## config.mk

```make
export PLATFORM = sky130hd
export DESIGN_NAME = arb_mux_flat
export DESIGN_NICKNAME = d
export VERILOG_FILES = /design/src/rtl/arb_mux_pkg.sv /design/src/rtl/arb_mux_if.sv /design/src/rtl/arb_mux_rr_pick.sv /design/src/rtl/arb_mux.sv /design/src/flat_wrapper.sv
export SDC_FILE = /design/constraint.sdc
export NUM_CORES = 1
export LEC_CHECK = 0
export BUFFER_PORTS_ARGS = -buffer_cell sky130_fd_sc_hd__buf_2
export CORE_MARGIN = 2
export CORE_UTILIZATION = 35
export CTS_CLUSTER_DIAMETER = 30
export DETAILED_ROUTE_END_ITERATION = 8
export PLACE_DENSITY_LB_ADDON = 0.12
export SYNTH_ARGS = -nofsm -noshare
export SYNTH_HDL_FRONTEND = slang
export SYNTH_SLANG_ARGS = --single-unit
```

## constraint.sdc

```tcl
create_clock -name clk -period 5.27 [get_ports clk]
set_input_delay 0.2635 -clock clk [delete_from_list [all_inputs] [get_ports clk]]
set_output_delay 0.2635 -clock clk [all_outputs]
set_load 0.02 [all_outputs]
```

## src/rtl/arb_mux_pkg.sv

```systemverilog
// Shared definitions for the round-robin registered selector: index-width helper,
// reset constants, output-register state encoding and CPU memory-port channel numbers.
package arb_mux_pkg;

  // max(1, ceil(log2 n)) so a single channel still gets a 1-bit index
  function automatic int sel_width(input int n);
    int w;
    w = 1;
    while ((1 << w) < n) begin
      w = w + 1;
    end
    return w;
  endfunction

  localparam logic OUT_DATA_RST_BIT = 1'b0;
  localparam int   OUT_SEL_RST      = 0;

  localparam int CH_FETCH = 0;
  localparam int CH_DATA  = 1;
  localparam int CH_DEBUG = 2;

  typedef enum logic {
    ST_EMPTY = 1'b0,
    ST_FULL  = 1'b1
  } state_e;

endpackage

```

## src/rtl/arb_mux_if.sv

```systemverilog
// Request-side and output-side handshake bundle of arb_mux.
// master = requesters plus consumer, slave = the selector itself.
interface arb_mux_if #(
  parameter int WIDTH = 32,
  parameter int N     = 4,
  parameter int SEL_W = 2
);
  logic [N-1:0]       req_valid;
  logic [N*WIDTH-1:0] req_data;
  logic [N-1:0]       req_ready;
  logic               out_valid;
  logic [WIDTH-1:0]   out_data;
  logic [SEL_W-1:0]   out_sel;
  logic               out_ready;

  modport master (
    output req_valid, req_data, out_ready,
    input  req_ready, out_valid, out_data, out_sel
  );

  modport slave (
    input  req_valid, req_data, out_ready,
    output req_ready, out_valid, out_data, out_sel
  );
endinterface

```

## src/rtl/arb_mux_rr_pick.sv

```systemverilog
// Combinational round-robin picker: first set request scanning upward from ptr, modulo N.
// Reusable by other arbiters; grant is one-hot or zero.
module rr_pick
  import arb_mux_pkg::*;
#(
  parameter int N     = 4,
  parameter int SEL_W = sel_width(N)
) (
  input  logic [N-1:0]     req,
  input  logic [SEL_W-1:0] ptr,
  output logic [N-1:0]     grant,
  output logic [SEL_W-1:0] grant_idx
);

  logic [SEL_W:0] sum_s;
  logic [SEL_W:0] pos_s;

  // Scan from the farthest offset back to ptr so the nearest request is written last
  always_comb begin
    grant     = '0;
    grant_idx = '0;
    sum_s     = '0;
    pos_s     = '0;
    for (int k = N - 1; k >= 0; k--) begin
      sum_s = {1'b0, ptr} + (SEL_W + 1)'(k);
      pos_s = (sum_s >= (SEL_W + 1)'(N)) ? (sum_s - (SEL_W + 1)'(N)) : sum_s;
      if (req[pos_s[SEL_W-1:0]]) begin
        grant                      = '0;
        grant[pos_s[SEL_W-1:0]]    = 1'b1;
        grant_idx                  = pos_s[SEL_W-1:0];
      end else begin
        grant     = grant;
        grant_idx = grant_idx;
      end
    end
  end

endmodule

```

## src/rtl/arb_mux.sv

```systemverilog
// N-channel round-robin arbiter feeding one registered output slot with valid/ready
// on both sides; each accepted word is delivered once, tagged with its source channel.
module arb_mux
  import arb_mux_pkg::*;
#(
  parameter int WIDTH = 32,
  parameter int N     = 4,
  parameter int SEL_W = sel_width(N)
) (
  input logic        clk,
  input logic        resetn,
  arb_mux_if.slave   bus
);

  state_e           state_q, state_d;
  logic [WIDTH-1:0] data_q, data_d;
  logic [SEL_W-1:0] sel_q, sel_d;
  logic [SEL_W-1:0] ptr_q, ptr_d;

  logic [N-1:0]     grant_s;
  logic [SEL_W-1:0] grant_idx_s;
  logic             load_s;
  logic             accept_s;
  logic [WIDTH-1:0] win_data_s;

  rr_pick #(
    .N     (N),
    .SEL_W (SEL_W)
  ) u_pick (
    .req       (bus.req_valid),
    .ptr       (ptr_q),
    .grant     (grant_s),
    .grant_idx (grant_idx_s)
  );

  // Slot can take a word when empty or being drained; reset masks every grant
  always_comb begin
    load_s        = (state_q == ST_EMPTY) || bus.out_ready;
    accept_s      = resetn && load_s && (|bus.req_valid);
    bus.req_ready = accept_s ? grant_s : '0;
  end

  // AND-OR data select from the one-hot grant
  always_comb begin
    win_data_s = '0;
    for (int i = 0; i < N; i++) begin
      if (grant_s[i]) begin
        win_data_s = win_data_s | bus.req_data[i*WIDTH +: WIDTH];
      end else begin
        win_data_s = win_data_s;
      end
    end
  end

  // Next-state: refill on accept (drain and refill may coincide), else drain or hold
  always_comb begin
    state_d = state_q;
    data_d  = data_q;
    sel_d   = sel_q;
    ptr_d   = ptr_q;
    if (accept_s) begin
      state_d = ST_FULL;
      data_d  = win_data_s;
      sel_d   = grant_idx_s;
      ptr_d   = (grant_idx_s == SEL_W'(N - 1)) ? '0 : (grant_idx_s + SEL_W'(1));
    end else if ((state_q == ST_FULL) && bus.out_ready) begin
      state_d = ST_EMPTY;
    end else begin
      state_d = state_q;
    end
  end

  // Output slot and priority pointer; reset discards any held word
  always_ff @(posedge clk) begin
    if (!resetn) begin
      state_q <= ST_EMPTY;
      data_q  <= {WIDTH{OUT_DATA_RST_BIT}};
      sel_q   <= SEL_W'(OUT_SEL_RST);
      ptr_q   <= '0;
    end else begin
      state_q <= state_d;
      data_q  <= data_d;
      sel_q   <= sel_d;
      ptr_q   <= ptr_d;
    end
  end

  assign bus.out_valid = (state_q == ST_FULL);
  assign bus.out_data  = data_q;
  assign bus.out_sel   = sel_q;

endmodule

```

## src/flat_wrapper.sv

```systemverilog
// flat-port wrapper written by rule: the top's interface ports become plain ports
module arb_mux_flat import arb_mux_pkg::*;
#(
  parameter int WIDTH = 32,
  parameter int N     = 4,
  parameter int SEL_W = sel_width(N)
)
  (clk, resetn, bus_req_valid, bus_req_data, bus_out_ready, bus_req_ready, bus_out_valid, bus_out_data, bus_out_sel);
  arb_mux_if #(.WIDTH(WIDTH), .N(N), .SEL_W(SEL_W)) bus_i ();
  input logic clk;
  input logic resetn;
  input wire logic [$bits(bus_i.req_valid)-1:0] bus_req_valid;
  input wire logic [$bits(bus_i.req_data)-1:0] bus_req_data;
  input wire logic [$bits(bus_i.out_ready)-1:0] bus_out_ready;
  output wire logic [$bits(bus_i.req_ready)-1:0] bus_req_ready;
  output wire logic [$bits(bus_i.out_valid)-1:0] bus_out_valid;
  output wire logic [$bits(bus_i.out_data)-1:0] bus_out_data;
  output wire logic [$bits(bus_i.out_sel)-1:0] bus_out_sel;
  assign bus_i.req_valid = bus_req_valid;
  assign bus_i.req_data = bus_req_data;
  assign bus_i.out_ready = bus_out_ready;
  assign bus_req_ready = bus_i.req_ready;
  assign bus_out_valid = bus_i.out_valid;
  assign bus_out_data = bus_i.out_data;
  assign bus_out_sel = bus_i.out_sel;
  arb_mux #(.WIDTH(WIDTH), .N(N), .SEL_W(SEL_W)) u_core (.clk(clk), .resetn(resetn), .bus(bus_i));
endmodule
```

==> results.json, run 1 <==
{
  "status": "completed",
  "final_nets": 693,
  "p_comb_frac": 0.695,
  "drive_gt1_frac": 0.396,
  "slew_headroom": 0.289,
  "cpPeakStageDelay_ns": 0.89,
  "critical_path_class": "flip-flop to primary output",
  "seq_area_frac_synth": 0.225,
  "drt-wirelength-per-cell_um": 19.8,
  "setup_viol": 0,
  "final_util": 0.462,
  "leakage_nw": 1.73,
  "viasPerCell": 6.37,
  "worstPathArrival_ns": 4.06,
  "period_needed_ns": 4.32,
  "cts_resized": 0,
  "areaGrowthSynthToFinish_pct": 29.2,
  "layout_commonest_cell": "buf_2",
  "skew_ns": 0.00336,
  "internal_power_mw": 1.10,
  "clkLatencyLatePin_ns": 0.29,
  "synth.avg_cell_area_um2": 7.95,
  "power_frac_seq": 0.188,
  "overflow": 0,
  "clkTransAtPathRegs_ns": 0.09,
  "p_clk_frac": 0.117,
  "yosysWarnings": 0,
  "gp_congestion": 0.897,
  "synthesis.nets": 557,
  "dp_hpwl_mm": 8.58,
  "core_um2": 9200,
  "period_share": 0.820,
  "min_path_type": "input port to flip-flop",
  "worst_slew_pin_slew_ns": 1.07,
  "cts_setup_buffers": 0,
  "ant_nets": 0,
  "grtUsageTotal": 0.240,
  "cp_slowest_cell": "dfxtp_1",
  "grt_max_degree": 70,
  "routed_wl_mm": 13.1,
  "netSwitchingFraction": 0.525,
  "io_pins": 174,
  "grt_pass1_vias": 3977,
  "hold_violations": 0,
  "mostFrequentLayoutCells": "buf_2, o21ai_0, a21oi_1, nand2_1, dfxtp_1",
  "cts_sinks": 37,
  "antenna_found_initial": 2,
  "initial_core_util": 0.358,
  "synth_seq_cells": 37,
  "die_x_um": 101,
  "cts_root_buffer": "clkbuf_8",
  "yosysUniqueCellTypes": 41,
  "fin_tns_setup_ns": 0,
  "fillers": 969,
  "cts_made_buffers": 5,
  "worstPathMaxFanout": 33,
  "max-vdd-ir-drop_uv": 277,
  "slew_violations": 0,
  "cts_tree": "yes",
  "grt_pass1_wl_mm": 19.6,
  "num_rows": 35,
  "syn_inst": 414,
  "port_buffers": 173,
  "htreeDepth": 2,
  "p_sw_mw": 1.22,
  "die_area_um2": 10200,
  "vias": 4232,
  "dr.pass1.iters": 9,
  "synth_top_area_frac": 0.225,
  "synth_largest_area_cell": "dfxtp_1",
  "clockBufferDepth": 2,
  "startpoint_type": "flip-flop",
  "drtIter0Drc": 412,
  "fp.dieH_um": 101,
  "clock.fmax_mhz": 231,
  "cts_hold_buf": 0,
  "cp-end-kind": "primary output",
  "cap_violations": 0,
  "rsz0062_at_grt": "false",
  "p_per_area_nw_per_um2": 546,
  "drc": 0,
  "worstPathRequired_ns": 5.01,
  "synth_area_um2": 3290,
  "synth_area_leaders": "dfxtp_1, a222oi_1, a41oi_1",
  "crit_chain": "inv_2 -> ha_1 -> mux2_2 -> and3_1 -> a31oi_1 -> o2111ai_4 -> nand3_1 -> a21oi_1 -> buf_2"
}
## kinds of logic after synthesis
family,synth area share
buf+inv,0.0852
simple gates,0.100
compound gates,0.499
xor+xnor,0.00266
fa+ha+maj,0.0304
flops,0.225
mux,0.0574
## power by group through the flow
stage	clock, mW	sequential, mW	combinational, mW
floorplan	0	0.536	1.09
global placement	0	0.439	1.59
detailed placement	0	0.442	1.60
CTS	0.276	0.435	1.61
global route	0.290	0.447	1.74
finish	0.273	0.435	1.61
## per-layer routing
| layer | global-route usage | vias to the layer above | share of wire |
|---|---|---|---|
| met3 | 0.0333 | 13 | 0.075 |
| met1 | 0.307 | 2030 | 0.43 |
| met4 | 0.0832 | 0 | 0.011 |
| met5 | 0 | - | 0 |
| met2 | 0.412 | 220 | 0.49 |
| li1 | - | 1969 | - |
## worst max-delay path: cells and delay by family, from the launching register on
family	cells	cell delay, ns
buffers and inverters	2	0.47
and+or+nand+nor	2	0.46
AOI/OAI and AO/OA	3	0.88
DFF	1	0.89
adders and majority gates	1	0.63
muxes	1	0.41
## flip-flops by register name, indices dropped and copies added, names as in the netlist
register / count
u_core.bus.out_valid: 1
u_core.bus.out_data: 32
u_core.bus.out_sel: 2
u_core.ptr_q: 2
## synth_stat cells
| cell type | n |
|---|---|
| nor2b_1 | 2 |
| or3b_2 | 1 |
| inv_1 | 3 |
| and2_1 | 1 |
| xnor2_1 | 1 |
| nand3_1 | 13 |
| a31oi_4 | 2 |
| a22oi_1 | 23 |
| o2111ai_2 | 1 |
| o31ai_1 | 2 |
| mux2_2 | 4 |
| o31a_1 | 1 |
| nand2b_1 | 3 |
| clkbuf_1 | 31 |
| buf_1 | 3 |
| nor3b_1 | 2 |
| mux2i_1 | 1 |
| mux2_4 | 5 |
| nand2_1 | 39 |
| buf_6 | 4 |
| a21oi_1 | 39 |
| dfxtp_1 | 37 |
| buf_4 | 5 |
| ha_1 | 8 |
| a222oi_1 | 32 |
| and3_1 | 3 |
| a41oi_2 | 1 |
| nor2_1 | 9 |
| nor3_1 | 1 |
| mux2i_2 | 1 |
| a31oi_1 | 36 |
| a221oi_1 | 1 |
| inv_2 | 1 |
| mux2i_4 | 1 |
| o221ai_1 | 1 |
| mux4_2 | 1 |
| a41oi_1 | 32 |
| buf_2 | 11 |
| o21ai_0 | 41 |
| a21o_1 | 2 |
| a22oi_2 | 9 |
## path summary, 6_finish.rpt
check / start / cells after the start / slack, ns / to
setup / recovery: u_core.ptr_q[0]$_SDFFE_PN0P_ / 9 / 0.95 / bus_req_ready[2]
hold / removal: bus_req_data[114] / 3 / 0.21 / u_core.bus.out_data[18]$_SDFFE_PN0P_
setup reg to reg: u_core.ptr_q[0]$_SDFFE_PN0P_ / 9 / 1.22 / u_core.bus.out_data[13]$_SDFFE_PN0P_
hold reg to reg: u_core.bus.out_sel[1]$_SDFFE_PN0P_ / 2 / 0.48 / u_core.bus.out_sel[1]$_SDFFE_PN0P_
## final cells by class
type	instances	area (um^2)	share of cell area
multi-input combinational	319	2290	0.540
timing repair buffer	183	941	0.221
sequential	37	741	0.174
tap	111	139	0.0327
clock buffer	7	86.3	0.0203
clock inverter	1	30.0	0.00707
inverter	4	15.0	0.00353
antenna	2	5.00	0.00118
## metrics by stage
stage / hold slack, ns / instance area, um^2 / worst slack, ns / cells / power [mW]
final: 0.214 / 4250 / 0.950 / 664 / 2.32
after global routing: 0.213 / 4250 / 0.719 / 664 / 2.48
after CTS: 0.211 / 4250 / 0.974 / 662 / 2.32
after detailed placement: 0.475 / 4130 / 1.29 / 654 / 2.05
after global placement: 0.456 / 4130 / 1.35 / 654 / 2.03
after floorplan: 0.420 / 3290 / 2.22 / 414 / 1.62
No activity file was read; power rests on OpenSTA's default activity.
==> run 2: changes to the inputs <==
==> constraint.sdc (replaced) <==
create_clock -name clk -period 4.1 [get_ports clk]
set_input_delay 0.205 -clock clk [delete_from_list [all_inputs] [get_ports clk]]
set_output_delay 0.205 -clock clk [all_outputs]
set_load 0.02 [all_outputs]
==> results.json, run 2 (synthesis gave the netlist of run 1 again) <==
{
  "status": "completed",
  "slew_violations": 0,
  "grt_pass1_wl_mm": 20.1,
  "fp.dieH_um": 101,
  "drtIter0Drc": 363,
  "worst_slack_ns": 0.803,
  "power_frac_seq": 0.179,
  "netSwitchingFraction": 0.519,
  "critical_path_class": "flip-flop to primary output",
  "mostFrequentLayoutCells": "buf_2, o21ai_0, a21oi_1, nand2_1, dfxtp_1",
  "worstPathMaxFanout": 25,
  "cts_hold_buf": 0,
  "period_needed_ns": 3.30,
  "final_nets": 701,
  "skew_ns": 0.0103,
  "stdcell_count": 670,
  "cts_setup_buffers": 0,
  "core_um2": 9200,
  "timing.rr.start": "u_core.ptr_q[1]$_SDFFE_PN0P_",
  "p_sw_mw": 1.57,
  "crit_chain": "inv_1 -> ha_1 -> mux2_2 -> and3_1 -> a31oi_1 -> o2111ai_4 -> nand3_1 -> a21oi_1 -> buf_2",
  "slew_headroom": 0.466,
  "drive_gt1_frac": 0.406,
  "cts_resized": 0,
  "period_share": 0.804,
  "startpoint_type": "flip-flop",
  "timing.hold.ws_ns": 0.148,
  "cp-end-kind": "primary output",
  "fillers": 947,
  "p_per_area_nw_per_um2": 704,
  "rsz0062_at_grt": "false",
  "worst_slew_pin_slew_ns": 0.800,
  "p_comb_frac": 0.704,
  "rr_worst_depth": 9,
  "leakage_nw": 1.77,
  "clkLatencyLatePin_ns": 0.30,
  "clkTransAtPathRegs_ns": 0.09,
  "dr.pass1.iters": 8,
  "final_util": 0.469,
  "antenna_found_initial": 0,
  "gp_congestion": 0.835,
  "grtUsageTotal": 0.246,
  "cts_made_buffers": 5,
  "clock.fmax_mhz": 303,
  "areaGrowthSynthToFinish_pct": 31.0,
  "clockBufferDepth": 2,
  "grt_pass1_vias": 4045,
  "min-delay-start": "bus_req_data[114]",
  "p_clk_frac": 0.117,
  "cap_violations": 0,
  "cts_sinks": 37,
  "viasPerCell": 6.29,
  "vias": 4214,
  "worstPathRequired_ns": 3.89,
  "num_rows": 35,
  "preCtsSetupSlack_ns": 1.04,
  "routed_wl_mm": 13.1,
  "reg2reg_to": "u_core.bus.out_data[12]$_SDFFE_PN0P_",
  "fin_tns_setup_ns": 0,
  "fin_area_um2": 4310,
  "die_area_um2": 10200,
  "cpPeakStageDelay_ns": 0.57,
  "dp_hpwl_mm": 8.94,
  "worst-r2r-setup-slack_ns": 1.02,
  "grt_max_degree": 44,
  "drc": 0,
  "n_antenna_cell": 0,
  "cp_num_buf_inv": 2,
  "dp.cells": 662,
  "drt-wirelength-per-cell_um": 19.5,
  "ant_nets": 0,
  "setup_viol": 0,
  "min_path_type": "input port to flip-flop",
  "worstPathArrival_ns": 3.09,
  "min_path_cells": 3,
  "hold_end": "u_core.bus.out_data[18]$_SDFFE_PN0P_",
  "cts_tree": "yes",
  "multiInputGateArea_um2": 2290,
  "cp_slowest_cell": "ha_1",
  "largest_reg_flops": 32,
  "die_x_um": 101,
  "overflow": 0,
  "final-seq-area_um2": 741,
  "layout_commonest_cell": "buf_2",
  "internal_power_mw": 1.46,
  "crit_family": "compound AO/OA/AOI/OAI gates",
  "cts_root_buffer": "clkbuf_8",
  "placed_area_um2": 4190,
  "totalPowerFinal_mw": 3.03,
  "max-vdd-ir-drop_uv": 323,
  "io_pins": 174,
  "htreeDepth": 2,
  "initial_core_util": 0.358,
  "hold_violations": 0,
  "port_buffers": 173
}
==> run 2: cell count changes in the layout (fill, tap and decap cells not counted) <==
| cell | previous run | this run |
|---|---|---|
| diode_2 | 2 | 0 |
| clkinvlp_4 | 0 | 1 |
| clkbuf_1 | 1 | 0 |
| buf_4 | 10 | 18 |
==> run 2: layout make-up <==
type	instances	share of cell area
timing repair buffer	191	0.232
multi-input combinational	319	0.532
inverter	4	0.00348
clock buffer	6	0.0192
sequential	37	0.172
tap	111	0.0322
clock inverter	2	0.00871
==> run 2: power by group through the flow <==
stage | sequential (mW) | clock, mW | combinational, mW
2_1_floorplan | 0.690 | 0 | 1.40
3_3_place_gp | 0.549 | 0 | 2.11
3_5_place_dp | 0.551 | 0 | 2.14
4_1_cts | 0.542 | 0.367 | 2.14
5_1_grt | 0.558 | 0.380 | 2.32
6_report | 0.542 | 0.355 | 2.14
==> run 2: worst max-delay path by stage <==
stage / startpoint / end / slack, ns / depth (start not counted)
finish: u_core.ptr_q[1]$_SDFFE_PN0P_ / bus_req_ready[2] / 0.80 / 9
global route: u_core.ptr_q[1]$_SDFFE_PN0P_ / bus_req_ready[2] / 0.57 / 9
CTS: u_core.ptr_q[1]$_SDFFE_PN0P_ / bus_req_ready[2] / 0.81 / 9
detailed placement: u_core.ptr_q[1]$_SDFFE_PN0P_ / u_core.bus.out_data[12]$_SDFFE_PN0P_ / 1.04 / 9
global placement: u_core.ptr_q[1]$_SDFFE_PN0P_ / u_core.bus.out_data[5]$_SDFFE_PN0P_ / 1.15 / 9
floorplan: u_core.ptr_q[0]$_SDFFE_PN0P_ / bus_req_ready[0] / 1.11 / 11
==> run 2: worst register-to-register path: cells and delay by family, from the launching register on <==
family / cells / cell delay [ns]
AO/OA/AOI/OAI: 4 / 1.03
adder cells (fa/ha/maj): 1 / 0.57
buffers and inverters: 2 / 0.45
flip-flops: 1 / 0.34
multiplexers: 1 / 0.41
AND/OR/NAND/NOR: 1 / 0.18
==> run 2: per-layer routing <==
layer  vias to the layer above  GRT usage  routed length (um)
met2                       249      0.428                6410
li1                       1981          -                   -
met5                         -          0                   0
met3                        17     0.0479                1250
met4                         0     0.0707                 195
met1                      1967      0.308                5220
